## config.mk

```make
export PLATFORM = sky130hd
export DESIGN_NAME = lane_scatter
export DESIGN_NICKNAME = d
export VERILOG_FILES = /design/src/rtl/lane_scatter_pkg.sv /design/src/rtl/lane_scatter.sv
export SDC_FILE = /design/constraint.sdc
export NUM_CORES = 1
export LEC_CHECK = 0
export ABC_AREA = 0
export BUFFER_PORTS_ARGS = -buffer_cell sky130_fd_sc_hd__buf_2
export CORE_ASPECT_RATIO = 0.9
export CORE_MARGIN = 3
export CORE_UTILIZATION = 35
export DETAILED_ROUTE_END_ITERATION = 7
export GPL_ROUTABILITY_DRIVEN = 0
export HOLD_SLACK_MARGIN = 0.06
export PLACE_DENSITY_LB_ADDON = 0.15
export SLEW_MARGIN = 5
export SYNTH_ARGS = -nofsm -noshare
export SYNTH_HDL_FRONTEND = slang
export SYNTH_SLANG_ARGS = --single-unit
```

## constraint.sdc

```tcl
create_clock -name clk -period 3.2 [get_ports clk]
set_clock_uncertainty 0.05 [all_clocks]
set_input_delay 0.48 -clock clk [delete_from_list [all_inputs] [get_ports clk]]
set_output_delay 0.48 -clock clk [all_outputs]
set_load 0.01 [all_outputs]
```

## src/rtl/lane_scatter_pkg.sv

```systemverilog
// Shared constants and state type for the lane_scatter operand distributor.
package lane_scatter_pkg;

  localparam int ACC_DATA_WIDTH  = 32;
  localparam int LANE_DATA_WIDTH = ACC_DATA_WIDTH;
  localparam int LANE_COUNT      = 8;

  typedef enum logic {
    FILL = 1'b0,
    HOLD = 1'b1
  } lane_scatter_state_e;

endpackage

```

## src/rtl/lane_scatter.sv

```systemverilog
// Serial-to-parallel lane distributor: fills NUM_LANES lane words and presents them with a mask.
// Optional macro LANE_SCATTER_BROADCAST_EN adds in_bcast (replicate one word into all lanes).
module lane_scatter
  import lane_scatter_pkg::*;
#(
  parameter int DATA_WIDTH = LANE_DATA_WIDTH,
  parameter int NUM_LANES  = LANE_COUNT
) (
  input  logic                            clk,
  input  logic                            reset_n,
  input  logic                            clear,
  input  logic                            in_valid,
  output logic                            in_ready,
  input  logic [DATA_WIDTH-1:0]           in_data,
  input  logic                            in_last,
`ifdef LANE_SCATTER_BROADCAST_EN
  input  logic                            in_bcast,
`endif
  output logic                            out_valid,
  input  logic                            out_ready,
  output logic [NUM_LANES*DATA_WIDTH-1:0] out_data,
  output logic [NUM_LANES-1:0]            out_lane_mask
);

  localparam int CNT_W = $clog2(NUM_LANES);

  lane_scatter_state_e state_reg, state_next;

  logic [CNT_W-1:0]                cnt_reg;
  logic [DATA_WIDTH-1:0]           fill_buf [NUM_LANES];
  logic [NUM_LANES-1:0]            hold_mask_reg;
  logic                            out_valid_reg;
  logic [NUM_LANES*DATA_WIDTH-1:0] out_data_reg;
  logic [NUM_LANES-1:0]            out_mask_reg;

  logic                            accept;
  logic                            bcast_hit;
  logic                            completing;
  logic                            slot_free;
  logic                            load_now;
  logic                            load_hold;
  logic [DATA_WIDTH-1:0]           vec [NUM_LANES];
  logic [NUM_LANES-1:0]            vec_mask;

  assign in_ready      = (state_reg == FILL);
  assign out_valid     = out_valid_reg;
  assign out_data      = out_data_reg;
  assign out_lane_mask = out_mask_reg;

  assign accept = in_valid & in_ready & ~clear;

`ifdef LANE_SCATTER_BROADCAST_EN
  assign bcast_hit = accept & in_bcast & (cnt_reg == '0);
`else
  assign bcast_hit = 1'b0;
`endif

  assign completing = accept & ((cnt_reg == CNT_W'(NUM_LANES - 1)) | in_last | bcast_hit);
  assign slot_free  = ~out_valid_reg | out_ready;
  assign load_now   = completing & slot_free;
  assign load_hold  = (state_reg == HOLD) & out_ready & ~clear;

  // Completed vector as it would look after this beat: stale lanes above cnt are forced to 0.
  for (genvar gi = 0; gi < NUM_LANES; gi++) begin : g_vec
    localparam logic [CNT_W-1:0] LANE_IDX = CNT_W'(gi);
    assign vec[gi] = bcast_hit              ? in_data      :
                     (cnt_reg > LANE_IDX)   ? fill_buf[gi] :
                     (cnt_reg == LANE_IDX)  ? in_data      : '0;
    assign vec_mask[gi] = bcast_hit | (cnt_reg >= LANE_IDX);
  end

  always_ff @(posedge clk or negedge reset_n) begin
    if (!reset_n) begin
      state_reg <= FILL;
    end else begin
      state_reg <= state_next;
    end
  end

  always_comb begin
    state_next = state_reg;
    if (clear) begin
      state_next = FILL;
    end else begin
      case (state_reg)
        FILL:    if (completing && !slot_free) state_next = HOLD;
        HOLD:    if (out_ready) state_next = FILL;
        default: state_next = FILL;
      endcase
    end
  end

  always_ff @(posedge clk or negedge reset_n) begin
    if (!reset_n) begin
      cnt_reg       <= '0;
      hold_mask_reg <= '0;
      out_valid_reg <= 1'b0;
      out_data_reg  <= '0;
      out_mask_reg  <= '0;
      for (int i = 0; i < NUM_LANES; i++) fill_buf[i] <= '0;
    end else if (clear) begin
      cnt_reg       <= '0;
      out_valid_reg <= 1'b0;
      out_mask_reg  <= '0;
    end else begin
      if (accept) begin
        if (completing) begin
          cnt_reg <= '0;
          // Blocked vector parks in the fill buffer until the output slot frees.
          if (!slot_free) begin
            for (int i = 0; i < NUM_LANES; i++) fill_buf[i] <= vec[i];
            hold_mask_reg <= vec_mask;
          end
        end else begin
          fill_buf[cnt_reg] <= in_data;
          cnt_reg           <= cnt_reg + CNT_W'(1);
        end
      end

      if (load_now) begin
        for (int i = 0; i < NUM_LANES; i++) out_data_reg[i*DATA_WIDTH +: DATA_WIDTH] <= vec[i];
        out_mask_reg  <= vec_mask;
        out_valid_reg <= 1'b1;
      end else if (load_hold) begin
        for (int i = 0; i < NUM_LANES; i++) out_data_reg[i*DATA_WIDTH +: DATA_WIDTH] <= fill_buf[i];
        out_mask_reg  <= hold_mask_reg;
        out_valid_reg <= 1'b1;
        cnt_reg       <= '0;
      end else if (out_valid_reg && out_ready) begin
        out_valid_reg <= 1'b0;
      end
    end
  end

endmodule

```

==> results of run 1 <==
-- critical path, cell delays in order, from the launching register on --
cell and delay [ns]:
sky130_fd_sc_hd__dfrtp_2 0.43, sky130_fd_sc_hd__buf_6 0.45, sky130_fd_sc_hd__inv_1 0.32, sky130_fd_sc_hd__or4_1 0.70, sky130_fd_sc_hd__o21ai_4 0.21, sky130_fd_sc_hd__buf_12 0.24
sky130_fd_sc_hd__mux2_2 0.37
-- Yosys cell counts, drive strengths merged (33+ instances only) --
cell | instances | area (um^2)
a221oi | 96 | 841
a22oi | 33 | 248
inv | 70 | 263
o31ai | 95 | 713
nor4 | 34 | 225
nor2 | 306 | 1150
o21ai | 74 | 370
a31oi | 106 | 663
a21oi | 96 | 480
buf | 78 | 400
and2 | 64 | 400
o2bb2ai | 35 | 307
nand2 | 235 | 882
clkbuf | 198 | 743
dfrtp | 533 | 13300
mux2 | 97 | 1090
nand3 | 67 | 335
a22o | 100 | 876
mux2i | 133 | 1330
-- final cells by class --
class | instances | area, um^2
well taps | 960 | 1200
multi-input cells | 1751 | 11600
clock buffers | 89 | 1870
clock inverters | 26 | 349
inverters | 70 | 263
fillers | 7141 | 42300
flip-flops and latches | 533 | 13300
repair buffers | 386 | 2490
-- routing by layer --
| layer | routed length [um] | part of all wire [%] | global-route usage, % |
|---|---|---|---|
| met2 | 40100 | 45 | 34.5 |
| met4 | 1990 | 2.2 | 5.99 |
| met5 | 0 | 0 | 0 |
| met1 | 41200 | 46 | 32.6 |
| met3 | 5560 | 6.3 | 3.92 |
-- path summary, 6_finish.rpt --
kind | slack, ns | to | cells past startpoint
worst max-delay path | 0.28 | fill_buf[204]$_DFFE_PN0P_ | 6
worst min-delay path | 0.13 | state_reg$_DFF_PN0_ | 3
worst max register to register | 0.28 | fill_buf[204]$_DFFE_PN0P_ | 6
min in group asynchronous | 0.34 | out_data[120]$_DFFE_PN0P_ | 2
worst min register to register | 0.43 | out_data[93]$_DFFE_PN0P_ | 2
max in group asynchronous | 1.81 | out_data[132]$_DFFE_PN0P_ | 4
-- metrics by stage --
step	cells	power (mW)	hold slack, ns
floorplan	2630	10.3	0.134
global placement	3699	11.9	0.386
detailed placement	3699	12.0	0.376
CTS	3815	19.8	0.0842
global route	3815	20.5	0.112
finish	3815	19.5	0.128
-- power breakdown --
group          internal, mW  leakage (nW)  switching, mW
logic                  1.35          5.97           1.96
clock network          4.69          1.10           2.96
registers              7.80          6.57          0.769
-- layout by cell type, fill, tap and decap left out, types with 54 or more instances in the layout --
cell / synthesis / final
sky130_fd_sc_hd__nor2_1: 306 / 301
sky130_fd_sc_hd__dfrtp_1: 533 / 531
sky130_fd_sc_hd__a21oi_1: 96 / 96
sky130_fd_sc_hd__nand2_1: 235 / 234
sky130_fd_sc_hd__a31oi_1: 106 / 106
sky130_fd_sc_hd__a221oi_1: 96 / 96
sky130_fd_sc_hd__a22o_1: 100 / 100
sky130_fd_sc_hd__mux2i_1: 133 / 133
sky130_fd_sc_hd__mux2_2: 97 / 97
sky130_fd_sc_hd__o21ai_0: 63 / 63
sky130_fd_sc_hd__nand3_1: 67 / 66
sky130_fd_sc_hd__o31ai_1: 95 / 95
sky130_fd_sc_hd__buf_4: 7 / 54
sky130_fd_sc_hd__buf_2: 65 / 302
sky130_fd_sc_hd__and2_1: 64 / 63
sky130_fd_sc_hd__inv_1: 70 / 70
sky130_fd_sc_hd__clkbuf_16: 0 / 63
-- cells by family after synthesis --
logic type / synth area share [%]
buffers and inverters: 5.40
flip-flops: 51.2
AND/OR/NAND/NOR: 13.8
adder cells (fa/ha/maj): 0.288
multiplexers: 9.30
AO/OA/AOI/OAI: 20.0
-- timing repair --
item / CTS / global route
endpoints found under the hold margin: 33 / 0
hold buffers: 1 / 0
gates resized for setup: 0 / 1
endpoints found under the setup margin: 0 / 42
==> results.yml, run 1 <==
sta:
  finalHoldViolations: 0
  worst_slew_pin_slew_ns: 0.936
  drv_slew: 0
  setup_repair_after_global_routing_missed_its_margin: "no"
  maxClockFrequency_mhz: 342
  post-route-min-period_ns: 2.92
  finalWorstSetupSlack_ns: 0.278
  setup-violations-final: 0
  slew_limit_headroom_pct: 37.4
  final.period_utilization_pct: 91.3
  setup-tns-final_ns: 0
synthesis:
  synth-edff-count: 0
  synth-seq-cells: 533
  yosys_warnings: 0
  synth_area_per_cell_um2: 9.90
  synth_cell_types: 49
  async_reset_ff_share_pct: 100
  syn-instance-count: 2630
  mappedNetlistArea_mm2: 0.0260
  synth_nets: 2674
  synthFlopType: "sky130_fd_sc_hd__dfrtp_1"
  synth-seq-area-share_pct: 51.2
power_and_ir_drop:
  power.static_leakage_nw: 13.6
  pwr_density_cell_mw_per_mm2: 628
  worst_vdd_drop_mv: 0.399
drt:
  postRouteWirelength_um: 88800
  post_drt_via_cell_ratio: 5.76
  drt-wirelength-per-cell_um: 23.3
  drt_first_pass_iters: 7
  starting_drc_count_in_detailed_routing: 1742
  drcViolationCount: 0
  route.vias.total: 22000
  ant_nets: 0
min_path:
  startpoint_of_the_lowest_slack_hold_path: "out_ready"
  hold_path.class: "input pin to flop"
placement:
  worst_case_setup_slack_after_placement_ns: 0.0952
  dp_hpwl_um: 55500
  postPlaceCellArea_mm2: 0.0289
  numPortBuffers: 303
setup_path:
  crit_path_start_kind: "flop"
  critPathLaunch: "cnt_reg[0]$_DFF_PN0_"
  worst_ep_required_time_ns: 3.65
  worst_setup_path_end_kind: "flop"
  cp_data_arrival_time_ns: 3.37
  critical_path.max_fanout: 42
  r2r_start: "cnt_reg[0]$_DFF_PN0_"
  path_class: "flop to flop"
clock_network:
  root_buffer: "sky130_fd_sc_hd__clkbuf_16"
  cts_buffers: 61
  clock_tree.buffer_depth: 3
  clk_pin_slew_worst_paths_ns: 0.06
  clock_sinks: 533
  cts_setup_buffers: 0
  htreeDepth: 2
  clock_latency_ns: 0.63
  tritoncts_clock_tree: "built"
die:
  fp.dieH_um: 265
  design.core.area_mm2: 0.0734
  initial_utilization_pct: 35.5
  floorplan.io_pins: 304
  core.rowCount: 94
  die_x_um: 294
  dieArea_mm2: 0.0777
layout:
  fin_area_mm2: 0.0311
  synthToLayoutAreaGrowth_pct: 19.4
  finalNetCount: 2847
  antenna_cells_inserted: 0
  fraction_of_layout_cells_with_a_size_suffix_above_1_pct: 22.1
  post-route-util_pct: 42.4
global_routing:
  via_count_of_the_first_global_routing_pass: 22000
  grt_first_pass_wirelength_um: 137000
  grt_max_degree: 113
  grt_usage_pct: 22.4
  grt-ovfl-total: 0
  antenna_found_initial: 1
status:
  outcome: "complete, no violations"
job:
  max-cap-violations: 0
(Power assumes the default switching activity.)
==> run 2: changes to the inputs <==
- clock period: 3.2 -> 2.4 ns (I/O delays scaled with it)
==> run 2 against run 1 <==
Compared with the run above: sequential power up 33%; first-iteration DRC count up 8.8%; clock-buffer cell count up 3; non-clock buffer count up 69; core utilization up 1.5 points.
==> results.yml, run 2 (same netlist as run 1, synthesis figures left out) <==
sta:
  worst_slew_pin_slew_ns: 0.704
  post-route-min-period_ns: 2.39
  maxClockFrequency_mhz: 418
  setup-tns-final_ns: 0
  finalHoldViolations: 0
  setup-violations-final: 0
  finalWorstSetupSlack_ns: 0.00870
  setup_repair_after_global_routing_missed_its_margin: "yes"
  final.period_utilization_pct: 99.6
  slew_limit_headroom_pct: 53.1
  drv_slew: 0
  fin_worst_hold_slack_ns: 0.194
setup_path:
  path_class: "flop to flop"
  timing.critical_path.cells: "ha_4 -> ha_4 -> or2_1 -> or4_4 -> buf_6 -> o21ai_4 -> buf_12 -> buf_12 -> mux2i_2"
  crit_slowest_cell: "sky130_fd_sc_hd__or4_4"
  critical-path-max-stage-delay_ns: 0.45
  worst_setup_path_end_kind: "flop"
  cp_num_buf_inv: 3
  cp.depth: 9
  cp_data_arrival_time_ns: 2.87
  crit_path_start_kind: "flop"
  timing.reg2reg.worst_path_depth: 9
  worst_ep_required_time_ns: 2.88
  critical_path.max_fanout: 6
  path_delay_family: "simple AND/OR/NAND/NOR gates"
clock_network:
  clk_pin_slew_worst_paths_ns: 0.07
  tritoncts_clock_tree: "built"
  clock_sinks: 533
  clock_latency_ns: 0.62
  cts_buffers: 60
  root_buffer: "sky130_fd_sc_hd__clkbuf_16"
  htreeDepth: 2
  clock_tree.buffer_depth: 3
die:
  initial_utilization_pct: 35.5
  floorplan.io_pins: 304
  design.core.area_mm2: 0.0734
  die_x_um: 294
  fp.dieH_um: 265
  core.rowCount: 94
  dieArea_mm2: 0.0777
layout:
  synthToLayoutAreaGrowth_pct: 23.5
  final_cell_count_no_fill: 3885
  layout_commonest_cell: "sky130_fd_sc_hd__dfrtp_1"
  most-common-layout-cells: "sky130_fd_sc_hd__dfrtp_1 (531), sky130_fd_sc_hd__buf_2 (302), sky130_fd_sc_hd__nor2_1 (301)"
  post-route-util_pct: 43.8
  fraction_of_layout_cells_with_a_size_suffix_above_1_pct: 24.1
  fin_area_mm2: 0.0322
  finalNetCount: 2917
drt:
  drt_first_pass_iters: 5
  post_drt_via_cell_ratio: 5.71
  ant_nets: 0
  postRouteWirelength_um: 91400
  drt-wirelength-per-cell_um: 23.5
  starting_drc_count_in_detailed_routing: 1896
  route.vias.total: 22200
  drcViolationCount: 0
power_and_ir_drop:
  p_total_mw: 25.6
  pwr_density_cell_mw_per_mm2: 796
  worst_vdd_drop_mv: 0.612
  power.static_leakage_nw: 14.1
placement:
  postPlaceCellArea_mm2: 0.0297
  worst_case_setup_slack_after_placement_ns: -0.0981
  place.detailed.instances: 3754
  numPortBuffers: 303
  dp_hpwl_um: 58000
status:
  outcome: "complete, no violations"
global_routing:
  grt-ovfl-total: 0
  antenna_found_initial: 4
  grt_usage_pct: 22.7
  grt_max_degree: 100
  grt_first_pass_wirelength_um: 139000
  via_count_of_the_first_global_routing_pass: 22000
min_path:
  hold_path.class: "input pin to flop"
  min_path_cells: 3
job:
  max-cap-violations: 0
run 2: changes by cell type in the layout (fill, tap and decap cells not counted), moves of 5 or more:
cell	change
sky130_fd_sc_hd__buf_4	+22
sky130_fd_sc_hd__buf_12	+29
sky130_fd_sc_hd__buf_6	+5
sky130_fd_sc_hd__clkbuf_16	+5
sky130_fd_sc_hd__clkbuf_1	+6
sky130_fd_sc_hd__a221oi_2	+5
sky130_fd_sc_hd__a221oi_1	-5
run 2: layout make-up:
class	count	area, um^2
fillers	7011	41200
flip-flops and latches	533	13300
multi-input cells	1753	11700
repair buffers	455	3590
clock buffers	92	1830
well taps	960	1200
inverters	70	263
clock inverters	20	238
diodes	2	5.00
run 2: where the power goes:
part	switching (mW)	internal, mW	total [mW]
registers	1.01	10.4	11.4
clock network	3.89	5.77	9.65
logic	2.66	1.90	4.56
total	7.56	18.1	25.6
run 2: metal layers:
| layer | track usage, % | wire length (um) | part of all wire, % | vias to the layer above |
|---|---|---|---|---|
| li1 | - | - | - | 10000 |
| met1 | 33.3 | 42400 | 46 | 11300 |
| met2 | 35.1 | 41700 | 46 | 747 |
| met3 | 4.02 | 5630 | 6.2 | 108 |
| met4 | 5.39 | 1640 | 1.8 | 8 |
| met5 | 0 | 59 | 0.065 | - |
run 2: what timing repair did:
action	4_1_cts	5_1_grt
gates cloned	2	8
setup buffers	0	4
pin swaps	1	3
endpoints found under the hold margin	158	0
hold buffers	3	0
setup endpoints to repair	80	238
gates resized for setup	3	27
run 2: worst reg2reg max path: cells and delay by family, from the launching register on:
| family | cells | cell delay (ns) |
|---|---|---|
| AO/OA/AOI/OAI | 1 | 0.15 |
| flip-flops | 1 | 0.43 |
| AND/OR/NAND/NOR | 2 | 0.69 |
| multiplexers | 1 | 0.22 |
| adder cells (fa/ha/maj) | 2 | 0.33 |
| buffers and inverters | 3 | 0.43 |
run 2: final timing paths:
check                                                 end  slack, ns                     start
min in group asynchronous        out_data[94]$_DFFE_PN0P_       0.20                   reset_n
worst min register to register   out_data[67]$_DFFE_PN0P_       0.42  out_data[67]$_DFFE_PN0P_
max in group asynchronous       out_data[157]$_DFFE_PN0P_       1.24                   reset_n
worst max-delay path             fill_buf[68]$_DFFE_PN0P_      0.009      cnt_reg[0]$_DFF_PN0_
worst min-delay path             out_data[15]$_DFFE_PN0P_       0.19               in_data[15]
worst max register to register   fill_buf[68]$_DFFE_PN0P_      0.009      cnt_reg[0]$_DFF_PN0_
==> run 3: changes to the inputs <==
- CORE_UTILIZATION: 35 -> 53
==> run 3 against run 2 <==
Compared with the run above: the run now ends with negative setup slack left; via count grew 5.6%; clock-buffer cell count fell by 13; sequential share of layout area is 0.41 points lower; worst setup slack lost 0.068 ns; sequential power about the same; clock power down 9.5%; largest power group unchanged.
==> results.yml, run 3 (same netlist as run 1, synthesis figures left out) <==
status:
  outcome: "finished with violations"
  failed_checks: "negative setup slack"
die:
  design.core.area_mm2: 0.0482
  die_x_um: 240
  dieArea_mm2: 0.0519
  floorplan.io_pins: 304
  core.rowCount: 76
  initial_utilization_pct: 54.0
  fp.dieH_um: 216
sta:
  drv_slew: 0
  worst_slew_pin_slew_ns: 0.955
  finalHoldViolations: 0
  slew_limit_headroom_pct: 36.3
  maxClockFrequency_mhz: 407
  setup_repair_after_global_routing_missed_its_margin: "yes"
  finalWorstSetupSlack_ns: -0.0592
  post-route-min-period_ns: 2.46
  setup-tns-final_ns: -1.05
  final.period_utilization_pct: 102
  setup-violations-final: 51
placement:
  numPortBuffers: 303
  place.detailed.instances: 3426
  worst_case_setup_slack_after_placement_ns: -0.330
  dp_hpwl_um: 52400
layout:
  fillerInstances: 3663
  synthToLayoutAreaGrowth_pct: 24.7
  final_cell_count_no_fill: 3595
  fraction_of_layout_cells_with_a_size_suffix_above_1_pct: 26.0
  post-route-util_pct: 67.4
  most-common-layout-cells: "sky130_fd_sc_hd__dfrtp_1 (531), sky130_fd_sc_hd__buf_2 (302), sky130_fd_sc_hd__nor2_1 (300)"
  layout_commonest_cell: "sky130_fd_sc_hd__dfrtp_1"
  finalNetCount: 2970
setup_path:
  crit_path_start_kind: "flop"
  worst_setup_path_end_kind: "flop"
  critical-path-max-stage-delay_ns: 0.46
  crit_slowest_cell: "sky130_fd_sc_hd__or4_4"
  timing.critical_path.cells: "ha_4 -> ha_4 -> or2_4 -> or4_4 -> buf_6 -> o21ai_4 -> buf_12 -> buf_12 -> mux2i_1"
  cp_data_arrival_time_ns: 2.94
  worst_ep_required_time_ns: 2.88
  critical_path.max_fanout: 6
  path_class: "flop to flop"
clock_network:
  clock_latency_ns: 0.61
  tritoncts_clock_tree: "built"
  root_buffer: "sky130_fd_sc_hd__clkbuf_16"
  cts_buffers: 54
  clock_sinks: 533
  htreeDepth: 2
  clk_pin_slew_worst_paths_ns: 0.07
  clock_tree.buffer_depth: 3
global_routing:
  grt_usage_pct: 31.9
  antenna_found_initial: 3
  grt-ovfl-total: 0
  grt_max_degree: 100
  via_count_of_the_first_global_routing_pass: 22400
  grt_first_pass_wirelength_um: 130000
power_and_ir_drop:
  power.static_leakage_nw: 14.4
  pwr_density_cell_mw_per_mm2: 766
  worst_vdd_drop_mv: 0.553
drt:
  starting_drc_count_in_detailed_routing: 2714
  route.vias.total: 23400
  ant_nets: 0
  drcViolationCount: 0
  postRouteWirelength_um: 88200
  drt_first_pass_iters: 6
  drt-wirelength-per-cell_um: 24.5
  post_drt_via_cell_ratio: 6.52
job:
  max-cap-violations: 0
min_path:
  hold_path.class: "input pin to flop"
-- run 3: changes by cell type in the layout (fill, tap and decap cells not counted), moves of 4 or more --
| cell | change |
|---|---|
| sky130_fd_sc_hd__buf_12 | +4 |
| sky130_fd_sc_hd__buf_4 | +31 |
| sky130_fd_sc_hd__buf_6 | +7 |
| sky130_fd_sc_hd__buf_8 | +4 |
| sky130_fd_sc_hd__clkbuf_16 | +4 |
| sky130_fd_sc_hd__clkinv_2 | -4 |
| sky130_fd_sc_hd__mux2_2 | -29 |
| sky130_fd_sc_hd__mux2_4 | +29 |
| sky130_fd_sc_hd__o31ai_1 | -9 |
| sky130_fd_sc_hd__o31ai_2 | +8 |
-- run 3: where the power goes --
group / total [mW] / leakage, nW / switching (mW) / internal (mW)
sequential: 11.4 / 6.57 / 1.05 / 10.4
clock: 8.73 / 0.890 / 3.75 / 4.98
combinational: 4.72 / 6.96 / 2.71 / 2.01
total: 24.9 / 14.4 / 7.51 / 17.4
-- run 3: per-stage QoR --
| stage | instance area, um^2 | hold WS (ns) | power [mW] |
|---|---|---|---|
| after floorplan | 26100 | 0.0144 | 13.8 |
| after global placement | 29300 | 0.284 | 15.8 |
| after detailed placement | 29300 | 0.284 | 16.0 |
| after CTS | 31500 | 0.155 | 24.8 |
| after global routing | 32500 | 0.193 | 25.9 |
| final | 32500 | 0.217 | 24.9 |
-- run 3: critical path: cells and delay by family, from the launching register on --
kind	cells	cell delay [ns]
buffers and inverters	3	0.43
AO/OA/AOI/OAI	1	0.19
flip-flops	1	0.44
multiplexers	1	0.22
AND/OR/NAND/NOR	2	0.69
adder cells (fa/ha/maj)	2	0.34
-- run 3: path summary, 6_finish.rpt --
kind	from	endpoint	slack, ns	depth (start not counted)
max in group asynchronous	reset_n	fill_buf[26]$_DFFE_PN0P_	1.27	3
min	in_data[1]	out_data[1]$_DFFE_PN0P_	0.22	3
max reg2reg	cnt_reg[0]$_DFF_PN0_	fill_buf[75]$_DFFE_PN0P_	-0.06	9
max	cnt_reg[0]$_DFF_PN0_	fill_buf[75]$_DFFE_PN0P_	-0.06	9
min in group asynchronous	reset_n	out_data[86]$_DFFE_PN0P_	0.24	2
min reg2reg	out_data[89]$_DFFE_PN0P_	out_data[89]$_DFFE_PN0P_	0.43	2
-- run 3: layer usage --
metal | track usage, % | share of wire [%] | vias up | wire (um)
met5 | 0 | 0.039 | - | 34
met4 | 10.9 | 3.2 | 4 | 2830
met3 | 5.62 | 8.9 | 194 | 7850
met2 | 50.2 | 47 | 1191 | 41100
met1 | 44.9 | 41 | 11900 | 36400
li1 | - | - | 10100 | -
-- run 3: layout make-up --
cell class | instances | area, um^2 | area share, %
timing repair buffer | 514 | 4350 | 13.4
antenna | 1 | 2.50 | 0.00770
multi-input combinational | 1753 | 11900 | 36.7
clock inverter | 21 | 223 | 0.685
tap | 624 | 781 | 2.40
sequential | 533 | 13300 | 41.1
clock buffer | 79 | 1610 | 4.94
inverter | 70 | 263 | 0.809
-- run 3: what timing repair did --
action	in CTS	in global routing
hold buffers	4	0
endpoints found under the setup margin	85	343
gates cloned	3	21
pin swaps	7	28
setup buffers	16	29
gates resized for setup	41	63
endpoints found under the hold margin	140	0
